## src/rtl/i2c_pkg.sv

```systemverilog
// Shared types for the I2C slave transmit-path controller: FSM states,
// SDA output-select codes and the state-to-SDA-mode decode.
package i2c_pkg;

  typedef enum logic [3:0] {
    IDLE, RX_ADDR, ADDR_CHK, ACK_ADDR, ACK_HOLD, NACK_ADDR, NACK_HOLD,
    LOAD, TX_BYTE, MACK_WAIT, MACK_HOLD
  } state_t;

  localparam logic [1:0] SDA_IDLE = 2'b00;
  localparam logic [1:0] SDA_ACK  = 2'b01;
  localparam logic [1:0] SDA_NACK = 2'b10;
  localparam logic [1:0] SDA_TX   = 2'b11;

  function automatic logic [1:0] sda_of(state_t s);
    case (s)
      ACK_ADDR, ACK_HOLD:   return SDA_ACK;
      NACK_ADDR, NACK_HOLD: return SDA_NACK;
      LOAD, TX_BYTE:        return SDA_TX;
      default:              return SDA_IDLE;
    endcase
  endfunction

endpackage

```

## src/rtl/i2c_slave_ctrl_flex_counter.sv

```systemverilog
// Saturating up-counter: stops at rollover_val, rollover_flag is high while
// the count sits there. Synchronous active-low reset, clear beats enable.
module flex_counter #(
  parameter int NUM_BITS = 4
) (
  input  logic                clk,
  input  logic                n_rst,
  input  logic                clear,
  input  logic                count_enable,
  input  logic [NUM_BITS-1:0] rollover_val,
  output logic [NUM_BITS-1:0] count_out,
  output logic                rollover_flag
);

  logic [NUM_BITS-1:0] cnt_q, cnt_d;

  always_comb begin
    cnt_d = cnt_q;
    if (clear)                                   cnt_d = '0;
    else if (count_enable && cnt_q != rollover_val) cnt_d = cnt_q + 1'b1;
  end

  always_ff @(posedge clk) begin
    if (!n_rst) cnt_q <= '0;
    else        cnt_q <= cnt_d;
  end

  assign count_out     = cnt_q;
  assign rollover_flag = (cnt_q == rollover_val);

endmodule

```

## src/rtl/i2c_slave_ctrl.sv

```systemverilog
// I2C slave transmit-path sequencer (master-read only; writes and foreign
// addresses are NACKed). Define I2C_CTRL_TIMEOUT_EN for the idle-bus timeout.
module i2c_slave_ctrl
  import i2c_pkg::*;
#(
  parameter int BITS_PER_BYTE  = 8,
  parameter int TIMEOUT_CYCLES = 1024
) (
  input  logic       clk,
  input  logic       n_rst,
  input  logic       start_found,
  input  logic       stop_found,
  input  logic       rising_edge_found,
  input  logic       falling_edge_found,
  input  logic       address_match,
  input  logic       rw_mode,
  input  logic       sda_in,
  input  logic       fifo_empty,
  output logic       rx_enable,
  output logic       tx_enable,
  output logic       load_data,
  output logic       read_enable,
  output logic [1:0] sda_mode,
  output logic       busy
);

  localparam int CNT_W = $clog2(BITS_PER_BYTE + 1);
  localparam logic [CNT_W-1:0] BYTE_END = CNT_W'(BITS_PER_BYTE);
  localparam logic [CNT_W-1:0] LAST_BIT = CNT_W'(BITS_PER_BYTE - 1);

  state_t           state_q, state_d;
  logic             ack_flag_q;
  logic [CNT_W-1:0] bit_cnt;
  logic             byte_full, cnt_clr, cnt_en, timeout;

  assign cnt_clr = start_found || state_q == IDLE || state_q == LOAD;
  assign cnt_en  = (state_q == RX_ADDR && rising_edge_found) ||
                   (state_q == TX_BYTE && falling_edge_found);

  flex_counter #(.NUM_BITS(CNT_W)) u_bit_cnt (
    .clk(clk), .n_rst(n_rst), .clear(cnt_clr), .count_enable(cnt_en),
    .rollover_val(BYTE_END), .count_out(bit_cnt), .rollover_flag(byte_full)
  );

`ifdef I2C_CTRL_TIMEOUT_EN
  localparam int TO_W = (TIMEOUT_CYCLES > 1) ? $clog2(TIMEOUT_CYCLES) : 1;
  logic            to_clr;
  logic [TO_W-1:0] to_cnt_unused;

  assign to_clr = rising_edge_found || falling_edge_found || start_found ||
                  stop_found || state_q == IDLE;

  flex_counter #(.NUM_BITS(TO_W)) u_timeout (
    .clk(clk), .n_rst(n_rst), .clear(to_clr), .count_enable(1'b1),
    .rollover_val(TO_W'(TIMEOUT_CYCLES - 1)), .count_out(to_cnt_unused),
    .rollover_flag(timeout)
  );
`else
  localparam int timeout_unused = TIMEOUT_CYCLES;
  assign timeout = 1'b0;
`endif

  always_comb begin
    state_d = state_q;
    if (timeout || stop_found) state_d = IDLE;
    else if (start_found)      state_d = RX_ADDR;
    else begin
      case (state_q)
        IDLE:      state_d = IDLE;
        RX_ADDR:   if (falling_edge_found && byte_full) state_d = ADDR_CHK;
        ADDR_CHK:  state_d = (address_match && rw_mode) ? ACK_ADDR : NACK_ADDR;
        ACK_ADDR:  if (rising_edge_found)  state_d = ACK_HOLD;
        ACK_HOLD:  if (falling_edge_found) state_d = LOAD;
        NACK_ADDR: if (rising_edge_found)  state_d = NACK_HOLD;
        NACK_HOLD: if (falling_edge_found) state_d = IDLE;
        LOAD:      state_d = TX_BYTE;
        // The falling edge that completes the last bit leaves the byte now.
        TX_BYTE:   if (falling_edge_found && bit_cnt == LAST_BIT) state_d = MACK_WAIT;
        MACK_WAIT: if (rising_edge_found)  state_d = MACK_HOLD;
        MACK_HOLD: if (falling_edge_found) state_d = ack_flag_q ? LOAD : IDLE;
        default:   state_d = IDLE;
      endcase
    end
  end

  // Outputs are registered from the next state so they track state_q exactly.
  always_ff @(posedge clk) begin
    if (!n_rst) begin
      state_q     <= IDLE;
      ack_flag_q  <= 1'b0;
      rx_enable   <= 1'b0;
      tx_enable   <= 1'b0;
      load_data   <= 1'b0;
      read_enable <= 1'b0;
      sda_mode    <= SDA_IDLE;
      busy        <= 1'b0;
    end else begin
      state_q <= state_d;
      if (state_q == MACK_WAIT && rising_edge_found) ack_flag_q <= !sda_in;
      rx_enable   <= (state_d == RX_ADDR);
      tx_enable   <= (state_d == TX_BYTE);
      load_data   <= (state_d == LOAD);
      read_enable <= (state_d == LOAD) && !fifo_empty;
      sda_mode    <= sda_of(state_d);
      busy        <= (state_d != IDLE);
    end
  end

endmodule
```

## config.mk

```make
export PLATFORM = sky130hd
export DESIGN_NAME = i2c_slave_ctrl
export DESIGN_NICKNAME = d
export VERILOG_FILES = /design/src/rtl/i2c_pkg.sv /design/src/rtl/i2c_slave_ctrl_flex_counter.sv /design/src/rtl/i2c_slave_ctrl.sv
export SDC_FILE = /design/constraint.sdc
export NUM_CORES = 1
export LEC_CHECK = 0
export CAP_MARGIN = 5
export CORE_UTILIZATION = 25
export DETAILED_ROUTE_END_ITERATION = 8
export PLACE_DENSITY = 0.54
export RECOVER_POWER = 50
export SYNTH_ARGS = -nofsm -noshare
export SYNTH_HDL_FRONTEND = slang
export SYNTH_SLANG_ARGS = --single-unit
```

## constraint.sdc

```tcl
create_clock -name clk -period 4.8 [get_ports clk]
set_input_delay 0.96 -clock clk [delete_from_list [all_inputs] [get_ports clk]]
set_output_delay 0.96 -clock clk [all_outputs]
set_load 0.05 [all_outputs]
```

; After elaboration in Yosys (flattened, before gate mapping)
; Index checks and enable logic that the tools add are counted.
[op_classes]
addsub = 1
n_eq_ne = 20
muxes = 14
n_bitwise = 1
n_reduce_logical = 19
[ops]
columns = cell, count
row1 = $mux 4, 10
row2 = $pmux 4 s10, 1
row3 = $eq 4x3->1 const B, 9
row4 = $eq 4x4->1 const B, 5
row5 = $eq 4x2->1 const B, 3
row6 = $eq 4x1->1 const B, 2
row7 = $logic_and 1x1->1, 8
row8 = $reduce_or 2->1, 4
row9 = $mux 3, 2
row10 = $pmux 2 s3, 1
row11 = $add 4x1->4 const B, 1
row12 = $logic_not 4->1, 1
row13 = $ne 4x4->1 const B, 1
row14 = $reduce_bool 4->1, 1
row15 = $logic_or 1x1->1, 3
row16 = $logic_not 1->1, 2
row17 = $not 1->1, 1
[totals]
regBits = 16
inputBits = 10
output_inout_bits = 7
wordCells = 64

; Logic depth before layout (Yosys ltp)
[depth]
depth_word = 9
depth_mapped = 8
depth_no_buf = 8

; Hierarchy
; From an unflattened synthesis, not the netlist that was laid out.
[hier_totals]
cells_unflattened = 115
hier_area_um2 = 999.7
[by_module_without_submodules]
columns = mod, n_inst, cells_per_inst, area_per_inst_um2, seq_area_each_um2
row1 = i2c_slave_ctrl, 1, 89, 750.7, 240.2
row2 = flex_counter, 1, 26, 249.0, 80.1

; Worst setup path after synthesis
; OpenSTA, ideal clock, no wires.
[synth_path]
path_kind = input-to-reg
startpoint = input rising_edge_found
endpoint = register sda_mode[0]
t_arrival_ps = 1979
required_ps = 4730
path_slack_ps = 2751
path_stages = 6
n_path_buf = 0
cell_sequence = nand2_1 -> a31oi_1 -> or2_1 -> o211a_4 -> or3_1 -> a21oi_1
[synth_via]
elab_chain_len = 7
elab_cells_between_ends = 16
cone_classes = eq/ne (6) / mux (7) / reduce/logical (3)
[synth_lines]
columns = item, line_no
row1 = "start, declared", i2c_slave_ctrl.sv:13  ; input logic rising_edge_found,
row2 = $mux 4 (on tied branches), "i2c_slave_ctrl.sv:79, i2c_slave_ctrl.sv:72, i2c_slave_ctrl.sv:74"
row3 = $pmux 4 s10 *, i2c_slave_ctrl.sv:68  ; case (state_q)
row4 = $mux 4 *, i2c_slave_ctrl.sv:66  ; else if (start_found) state_d = RX_ADDR;
row5 = $mux 4 *, i2c_slave_ctrl.sv:65  ; if (timeout || stop_found) state_d = IDLE;
row6 = $eq 4x4->1 (tied with other cells), i2c_pkg.sv:16  ; case (s)
row7 = $reduce_or 2->1, i2c_pkg.sv:16
row8 = $pmux 2 s3 *, i2c_pkg.sv:16
row9 = "end signal, assigned", i2c_slave_ctrl.sv:104  ; sda_mode <= sda_of(state_d);
row10 = "end, declared", i2c_slave_ctrl.sv:23  ; output logic [1:0] sda_mode,
; Every way passes the cells marked *; elsewhere a longest branch is shown, timed or not.
; A chain may end at the register's enable or synchronous reset.

; Worst setup path after layout
[layout_path]
startpoint = input falling_edge_found
endpoint = register sda_mode[1]
[layout_via]
elab_chain_len = 8
elab_cells_between_ends = 20
cone_classes = eq/ne (6) / mux (9) / reduce/logical (5)
[layout_lines]
columns = item, line_no
row1 = "start, declared", i2c_slave_ctrl.sv:14  ; input logic falling_edge_found,
row2 = $logic_and 1x1->1 (on tied branches), "i2c_slave_ctrl.sv:78, i2c_slave_ctrl.sv:70"
row3 = $mux 4 (on tied branches), "i2c_slave_ctrl.sv:78, i2c_slave_ctrl.sv:70"
row4 = $pmux 4 s10 *, i2c_slave_ctrl.sv:68
row5 = $mux 4 *, i2c_slave_ctrl.sv:66
row6 = $mux 4 *, i2c_slave_ctrl.sv:65
row7 = $eq 4x4->1 (tied with other cells), i2c_pkg.sv:16
row8 = $reduce_or 2->1, i2c_pkg.sv:16
row9 = $pmux 2 s3 *, i2c_pkg.sv:16
; Marked as above.

==> impl_metrics.ini <==
[global_routing]
first_global_vias = 796
antenna_found_initial = 0
grt.total_usage = 0.109
grt_overflow = 0
grt_max_degree = 20
grt_pass1_wl_microns = 3480

[clock_network]
cts.clk_slew.worst_paths_ps = 60
cts_buffer_depth = 2
cts-buffers-inserted = 3
cts_tree = done
ctsHoldBuffers = 0
postCtsSetupBuffers = 0
cts-resized-gates = 0
htree_levels = 1
cts_sinks = 16
clk_latency_ps = 240
cts_root_buf = clkbuf_8

[worst_setup_path]
r2r-start = state_q[1]$_SDFF_PN0_
critical_path.max_stage_delay_ps = 710
cp_data_required_time_ps = 4930
ff2ff_setup_slack_ps = 2350
timing.critical_path.cells = dlygate4sd3_1, nand2b_1, o22a_1, o22ai_2, a211oi_1, o21ai_1, mux2i_1
critical-path-slowest-cell = a211oi_1
critPathArrivalTime_ps = 3070
end_kind = register
reg2reg_to = sda_mode[1]$_SDFF_PN0_
startpoint_type = primary input
cp_max_fo = 7
reg2regPathDepth = 6
criticalPathCategory = in2reg

[worst_hold_path]
min_to = ack_flag_q$_SDFFE_PN0P_
hold_path.class = reg2reg
worstHoldPathCells = 2
min_from = ack_flag_q$_SDFFE_PN0P_

[timing]
rsz0062_at_grt = false
fmax_ghz = 0.340
relSlewSlack = 0.454
finalCritPeriodShare = 0.612
finalSetupViolations = 0
fin_ws_ps = 1860
period_needed_ps = 2940
setup_tns_ps = 0
slew_viol_final = 0
hold_viol = 0
worst_slew_pin_slew_ps = 814
skew_ps = 1.09

[floorplanning]
rows = 22
fp.dieH_microns = 63.8
die-area_sq_um = 4060
start_util = 0.260
pin_count = 17
core_sq_um = 3660
die_x_microns = 63.8

[run_status]
outcome = completed

[logic_synthesis]
synth_compound_area_frac = 0.198
async_reset_ff_frac = 0
synthAdderAreaFrac = 0.0262
netlist.area_leader.share = 0.336
yosys.cell_count.top_type = dfxtp_1
yosys_warnings = 0
ys.flop_type = dfxtp_1
synth_fp_nets = 122
synth_top_family_by_area = simple AND/OR/NAND/NOR gates
syn_area_per_cell_sq_um = 8.67
synth-xor-area-share = 0.0276
synthSimpleGateAreaFrac = 0.293
yosys.cell_types.count = 43
synthesis.area_sq_um = 953
ys_top_cells_by_count = dfxtp_1 (16), nor2_1 (12), inv_1 (8), nand2_1 (8), a21oi_1 (6)
yosysTopAreaCell = dfxtp_1
ys_top_cells_by_area = dfxtp_1 (34%), nor2_1 (4.7%), a21oi_1 (3.1%), mux2i_1 (3.1%), inv_1 (3.1%)
synth_mux_area_frac = 0.0433
synth_edf_count = 0
yosys_register_bits = 16
seq_area_frac_synth = 0.336
synthCells = 110

[route]
totalWireLength_microns = 2000
wl_per_cell_microns = 11.6
via_per_inst = 4.77
drt_first_pass_iters = 4
drc_errors = 0
drt_iter0_markers = 35
num_vias = 825
antenna_left = 0

[power]
total_power_uw = 278
p_per_area_nw_per_um2 = 238
irDropWorstVdd_mv = 0.141
p_leak_nw = 0.413

[finish]
drive_above_1_share = 0.0880
filler_cell_count = 392
fin_nets = 138
n_antenna_cell = 0
syn_to_final_growth_pct = 22.3

[flow_run]
drv_cap = 0

[placement]
io_buffers = 16
place.gp.congestion = 0.864
hpwlAfterDp_microns = 1530
dp_slack_ps = 2060
[cells by family after synthesis]
kind of cell / count (synthesis)
mux: 4
buf+inv: 13
compound gates: 24
fa+ha+maj: 2
flops: 16
xor+xnor: 3
simple gates: 48
[worst max-delay path: cells and delay by family]
kind,cells,cell delay (ps)
compound gates,4,1150
buf+inv,1,630
simple gates,1,180
mux,1,150
[cell usage in the layout (no fill, tap or decap), types with 2 or more instances in the layout]
cell type,n
dfxtp_1,16
nor2_1,12
inv_1,8
nand2_1,8
clkdlybuf4s50_1,8
dlygate4sd3_1,8
a21oi_1,6
nand3_1,4
nor3_1,4
clkbuf_8,4
nor2b_1,3
o21ai_0,3
mux2i_1,3
or3_1,3
a32o_1,2
nand2b_1,2
nand2b_4,2
a211oi_1,2
nor4_1,2
xor2_1,2
ha_1,2
[per-layer routing]
metal  wire, microns  vias to the layer above  track usage  part of all wire
met5               0                        -            0                 0
met4              34                        0       0.0511             0.017
met3             130                        4       0.0232             0.065
met2             907                       31        0.178              0.45
met1             930                      373        0.135              0.46
li1                -                      417            -                 -
[metrics by stage]
step           utilization  area [sq um]  instances  hold WS, ps
6_report             0.319          1170        173          543
5_1_grt              0.319          1170        173          573
4_1_cts              0.324          1190        173          546
3_5_place_dp         0.309          1130        169          539
3_3_place_gp         0.309          1130        169          534
2_1_floorplan            -           953        110          504
[worst max-delay path by stage]
stage	startpoint	end	slack, ps	cells past startpoint
floorplan	rising_edge_found	sda_mode[0]$_SDFF_PN0_	2750	6
global placement	rising_edge_found	sda_mode[0]$_SDFF_PN0_	2040	7
detailed placement	falling_edge_found	sda_mode[1]$_SDFF_PN0_	2060	7
CTS	falling_edge_found	sda_mode[1]$_SDFF_PN0_	2320	7
global route	falling_edge_found	sda_mode[1]$_SDFF_PN0_	1720	7
finish	falling_edge_found	sda_mode[1]$_SDFF_PN0_	1860	7
[cell type report]
| type | instances | area [sq um] | share of cell area |
|---|---|---|---|
| Clock buffer | 4 | 55.1 | 0.0472 |
| Sequential cell | 16 | 320 | 0.275 |
| Inverter | 8 | 30.0 | 0.0258 |
| Multi-Input combinational cell | 81 | 541 | 0.464 |
| Tap cell | 48 | 60.1 | 0.0515 |
| Timing Repair Buffer | 16 | 160 | 0.137 |
[report_power, final]
group | switching (mW) | total, mW | internal (mW)
registers | 0.00163 | 0.136 | 0.134
logic | 0.0135 | 0.0258 | 0.0123
clock network | 0.0435 | 0.116 | 0.0727
[sequential cells by signal, indices dropped and copies added (netlist names)]
signal               cells
sda_mode                 2
state_q                  4
load_data                1
tx_enable                1
ack_flag_q               1
read_enable              1
u_bit_cnt.count_out      4
rx_enable                1
busy                     1
Note: power is estimated with default switching activity, not from simulation.
